===== src/rtl/cbus_rr_arbiter.sv =====
// Round-robin arbiter sharing one CBus slave port among NUM_INPUTS masters.
// Grant is registered, locked for the whole burst, and rotates past the last winner.
package cbus_pkg;
  typedef struct packed {
    logic        valid;
    logic        is_write;
    logic [31:0] addr;
    logic [2:0]  size;
    logic [3:0]  strobe;
    logic [31:0] data;
    logic [3:0]  len;
    logic [1:0]  burst;
  } cbus_req_t;

  typedef struct packed {
    logic        ready;
    logic        last;
    logic [31:0] data;
  } cbus_resp_t;
endpackage

module cbus_rr_lane
  import cbus_pkg::*;
(
  input  logic       i_sel,
  input  cbus_resp_t i_resp,
  output cbus_resp_t o_resp
);
  // Non-owners see an all-zero response, so their ready stays low and they hold.
  assign o_resp = i_sel ? i_resp : '0;
endmodule

module cbus_rr_arbiter
  import cbus_pkg::*;
#(
  parameter  int NUM_INPUTS = 2,
  localparam int IDX_WIDTH  = (NUM_INPUTS > 1) ? $clog2(NUM_INPUTS) : 1
) (
  input  logic                         clk,
  input  logic                         resetn,
  input  cbus_req_t  [NUM_INPUTS-1:0]  ireqs,
  output cbus_resp_t [NUM_INPUTS-1:0]  iresps,
  output cbus_req_t                    oreq,
  input  cbus_resp_t                   oresp,
  output logic [IDX_WIDTH-1:0]         grant_idx,
  output logic                         busy
);

  typedef enum logic {IDLE, BUSY} state_t;

  state_t               r_state, w_state_nxt;
  logic [IDX_WIDTH-1:0] r_sel, r_ptr;
  logic [IDX_WIDTH-1:0] w_winner;
  logic                 w_found;
  logic                 w_busy;

  // Lowest valid index above r_ptr wins; otherwise lowest valid at or below it.
  always_comb begin
    w_found  = 1'b0;
    w_winner = '0;
    for (int i = NUM_INPUTS-1; i >= 0; i--) begin
      if (ireqs[i].valid && (IDX_WIDTH'(i) <= r_ptr)) begin
        w_found  = 1'b1;
        w_winner = IDX_WIDTH'(i);
      end
    end
    for (int i = NUM_INPUTS-1; i >= 0; i--) begin
      if (ireqs[i].valid && (IDX_WIDTH'(i) > r_ptr)) begin
        w_found  = 1'b1;
        w_winner = IDX_WIDTH'(i);
      end
    end
  end

  always_comb begin
    w_state_nxt = r_state;
    case (r_state)
      IDLE: if (w_found) w_state_nxt = BUSY;
      BUSY: if (!ireqs[r_sel].valid || (oresp.ready && oresp.last)) w_state_nxt = IDLE;
      default: w_state_nxt = IDLE;
    endcase
  end

  always_ff @(posedge clk or negedge resetn) begin
    if (!resetn) begin
      r_state <= IDLE;
      r_sel   <= '0;
      r_ptr   <= IDX_WIDTH'(NUM_INPUTS-1);
    end else begin
      r_state <= w_state_nxt;
      if (r_state == IDLE && w_found) begin
        r_sel <= w_winner;
        r_ptr <= w_winner;
      end
    end
  end

  assign w_busy    = (r_state == BUSY);
  assign busy      = w_busy;
  assign grant_idx = r_sel;
  assign oreq      = w_busy ? ireqs[r_sel] : '0;

  for (genvar g = 0; g < NUM_INPUTS; g++) begin : g_lane
    cbus_rr_lane u_lane (
      .i_sel  (w_busy && (r_sel == IDX_WIDTH'(g))),
      .i_resp (oresp),
      .o_resp (iresps[g])
    );
  end

endmodule


===== config.mk =====
export PLATFORM = sky130hd
export DESIGN_NAME = cbus_rr_arbiter
export DESIGN_NICKNAME = d
export VERILOG_FILES = /design/src/rtl/cbus_rr_arbiter.sv
export SDC_FILE = /design/constraint.sdc
export NUM_CORES = 1
export LEC_CHECK = 0
export ABC_AREA = 1
export CORE_AREA = 8 8 126 128
export CTS_BUF_LIST = sky130_fd_sc_hd__clkbuf_4
export DETAILED_ROUTE_END_ITERATION = 10
export DIE_AREA = 0 0 134 136
export PLACE_DENSITY = 0.58
export SKIP_LAST_GASP = 1
export SLEW_MARGIN = 20
export SYNTH_ARGS = -nofsm -noshare
export SYNTH_HDL_FRONTEND = slang
export SYNTH_SLANG_ARGS = --single-unit

===== constraint.sdc =====
create_clock -name clk -period 1.7 [get_ports clk]
set_input_delay 0.17 -clock clk [delete_from_list [all_inputs] [get_ports clk]]
set_output_delay 0.17 -clock clk [all_outputs]
set_load 0.005 [all_outputs]

==> parameters.txt <==
Parameter                              Value

Outcome
  Outcome    finished, violations left
  Violated checks    setup timing

STA
  Worst-margin pin slew    approximately 320 ps
  Setup clock skew after layout    roughly 1.0 ps
  Worst Slack Setup Final    -277 ps
  Crit path time final    roughly 2000 ps
  Final hold viol count    0
  Worst rel slew slack    0.786
  Number of setup violations in the final report    98
  Setup repair after global routing missed its margin    yes
  Final worst-path cycle share    1.16
  Final Max Slew Viols    0
  F_max    slightly above 500 MHz

Clocking
  Clock tree from TritonCTS    yes
  Maximum root-to-sink buffer count    2
  Clock buffer count from CTS    3
  Clk_lat worst skew    230 ps
  Clk sinks    3
  Level count of the clock H-tree    1
  Root cell of the clock tree    sky130_fd_sc_hd__clkbuf_4
  Clock-pin transition on the worst setup and hold timing paths    ~40 ps

Drt
  Final ANT Viol Nets    0
  Iteration count of the initial detailed-routing pass    5
  Initial drt markers    between 100 and 150
  Number of DRC violations after detailed routing    0
  Number of vias in the routed layout    about 3600
  Post-Route WL    ~15000 um
  Final routed wire length divided by cell count    15.9 um
  Vias/cell    between 3 and 4

Synth
  Number of distinct library cells after synthesis    15
  Flops & latches, synth    3
  Post-synthesis cell count    around 390
  Synth Cell Area    1680 um^2
  Number of nets produced by synthesis    ~580
  Total number of yosys warnings    0
  Proportion of synthesized chip area in sequential cells    0.0454
  Mapped Avg Cell Area    4.34 um^2

Worst hold path
  Worst hold path type    in -> async

GRT
  Global-route congestion overflow total    0
  Wire length of the first global-routing pass    between 20000 and 25000 um
  Via count of the first global-routing pass    about 3700
  Antenna violations before repair    0
  Global Route Usage Sum    0.143
  Largest net degree at the start of global routing    35

Critical path
  Category of the worst setup path capture point    output pin
  Critical path type    reg -> out
  Nature of the critical path startpoint    flip-flop
  Critical Path RT    1530 ps
  Critical-path maximum fanout    10
  Arr. time, crit path    between 1500 and 2000 ps

Power
  VDD IR-drop max    0.000513 V
  Leakage    around 2.9 nW
  Areal power density over the cells    about 1200 nW/um^2
  Pwr Total    approximately 7.0 mW

Place
  Worst slack, placed    -96.5 ps
  Final weighted congestion in routability-driven placement    roughly 0.8
  Number of buffer cells added on primary ports    between 300 and 400
  Placed wire-length estimate    about 12000 um

Floorplan
  DIE HEIGHT    around 140 um
  Chip Width    roughly 130 um
  Count of standard-cell rows    44
  Core Box Area    ~14000 um^2
  Die area    around 18000 um^2
  Num ports    ~340
  Initial Utilization    0.120

Layout
  Fraction of layout cells with a size suffix above 1    0.0948
  Final #Nets    around 940
  Antenna Cells    0
  Final core utilization    0.410
  Area grow syn2layout    242%

Flow run
  MaxCap Viol Count    0
-- per-layer routing --
metal  wire (um)  vias to the layer above  GRT usage  share of wire
li1            -                     1906          -              -
met1        5970                     1556      0.165           0.40
met2        7590                      180      0.265           0.51
met3        1200                        2     0.0373          0.081
met4          34                        0     0.0150         0.0023
met5           0                        -          0              0
-- state kept, by name, summed over array words and instances (netlist names) --
name       flops
grant_idx      1
busy           1
r_ptr          1
-- cell usage in the layout (no fill, tap or decap), types with 2 or more instances in the layout --
cell                              synthesis  routed
sky130_fd_sc_hd__clkbuf_4                 0       4
sky130_fd_sc_hd__dfrtp_2                  0       2
sky130_fd_sc_hd__buf_16                   0       3
sky130_fd_sc_hd__a21oi_2                  0       3
sky130_fd_sc_hd__clkbuf_2                 0       9
sky130_fd_sc_hd__nand2_1                167     166
sky130_fd_sc_hd__buf_4                    1      33
sky130_fd_sc_hd__a21oi_1                 79      76
sky130_fd_sc_hd__dlygate4sd2_1            0      13
sky130_fd_sc_hd__inv_1                   34      34
sky130_fd_sc_hd__nor2_1                  68      67
sky130_fd_sc_hd__dlymetal6s2s_1           0      26
sky130_fd_sc_hd__clkdlybuf4s50_1          0     292
sky130_fd_sc_hd__buf_12                   0       8
sky130_fd_sc_hd__nand3_1                  2       2
-- final timing paths --
kind                            from  slack (ps)  depth (start not counted)       end
setup / recovery           grant_idx        -280                          5  oreq[20]
hold / removal                resetn         140                          1      busy
setup reg to reg           grant_idx         440                          6      busy
hold reg to reg                r_ptr         470                          2     r_ptr
max in group asynchronous     resetn        1330                          1     r_ptr
min in group clk               r_ptr         470                          2     r_ptr
-- report_power, final --
group	internal, mW	switching (mW)
Combinational	3.78	2.90
Sequential	0.121	0.0777
Clock	0.104	0.0376
Total	4.00	3.01
-- repair_timing --
item	in CTS	in global routing
hold buffers	0	0
gates cloned	3	1
gates resized for setup	31	52
endpoints found under the setup margin	148	147
buffers inserted	2	5
-- cells in the mapped netlist, drive strengths merged --
cell	count	area share
nand3	2	0.0059
o21ai	1	0.0030
buf	24	0.084
a21oi	79	0.23
nor2	68	0.15
dfstp	1	0.016
clkbuf	7	0.016
inv	35	0.078
dfrtp	2	0.030
clkinv	1	0.0052
nand2	168	0.38
-- cell families (layout without fill, tap and decap cells) --
family,count (synthesis),in the layout,synth area share
flip-flops,3,3,0.0454
AND/OR/NAND/NOR,238,238,0.534
AO/OA/AOI/OAI,80,80,0.238
buffers and inverters,67,428,0.183
-- layout make-up --
type / instances / area (um^2)
Inverter: 36 / 148
Fill cell: 1490 / 8280
Clock buffer: 4 / 30.0
Timing Repair Buffer: 388 / 3960
Multi-Input combinational cell: 318 / 1320
Sequential cell: 3 / 78.8
Tap cell: 184 / 230
-- metrics by stage --
stage          hold slack (ps)  cell area, um^2  cells  TNS [ps]
2_1_floorplan             -126             1680    388         0
3_3_place_gp               380             5520    918      -811
3_5_place_dp               380             5520    918     -2900
4_1_cts                    132             5640    927    -28980
5_1_grt                    146             5760    933    -30620
6_report                   137             5760    933    -20750
-- critical path, cell delays in order, from the launching register on --
cell	delay (ps)
sky130_fd_sc_hd__dfrtp_2	500
sky130_fd_sc_hd__buf_12	180
sky130_fd_sc_hd__buf_4	130
sky130_fd_sc_hd__nand2_1	50
sky130_fd_sc_hd__a21oi_1	170
sky130_fd_sc_hd__clkdlybuf4s50_1	530
Note: power is estimated with default switching activity, not from simulation.
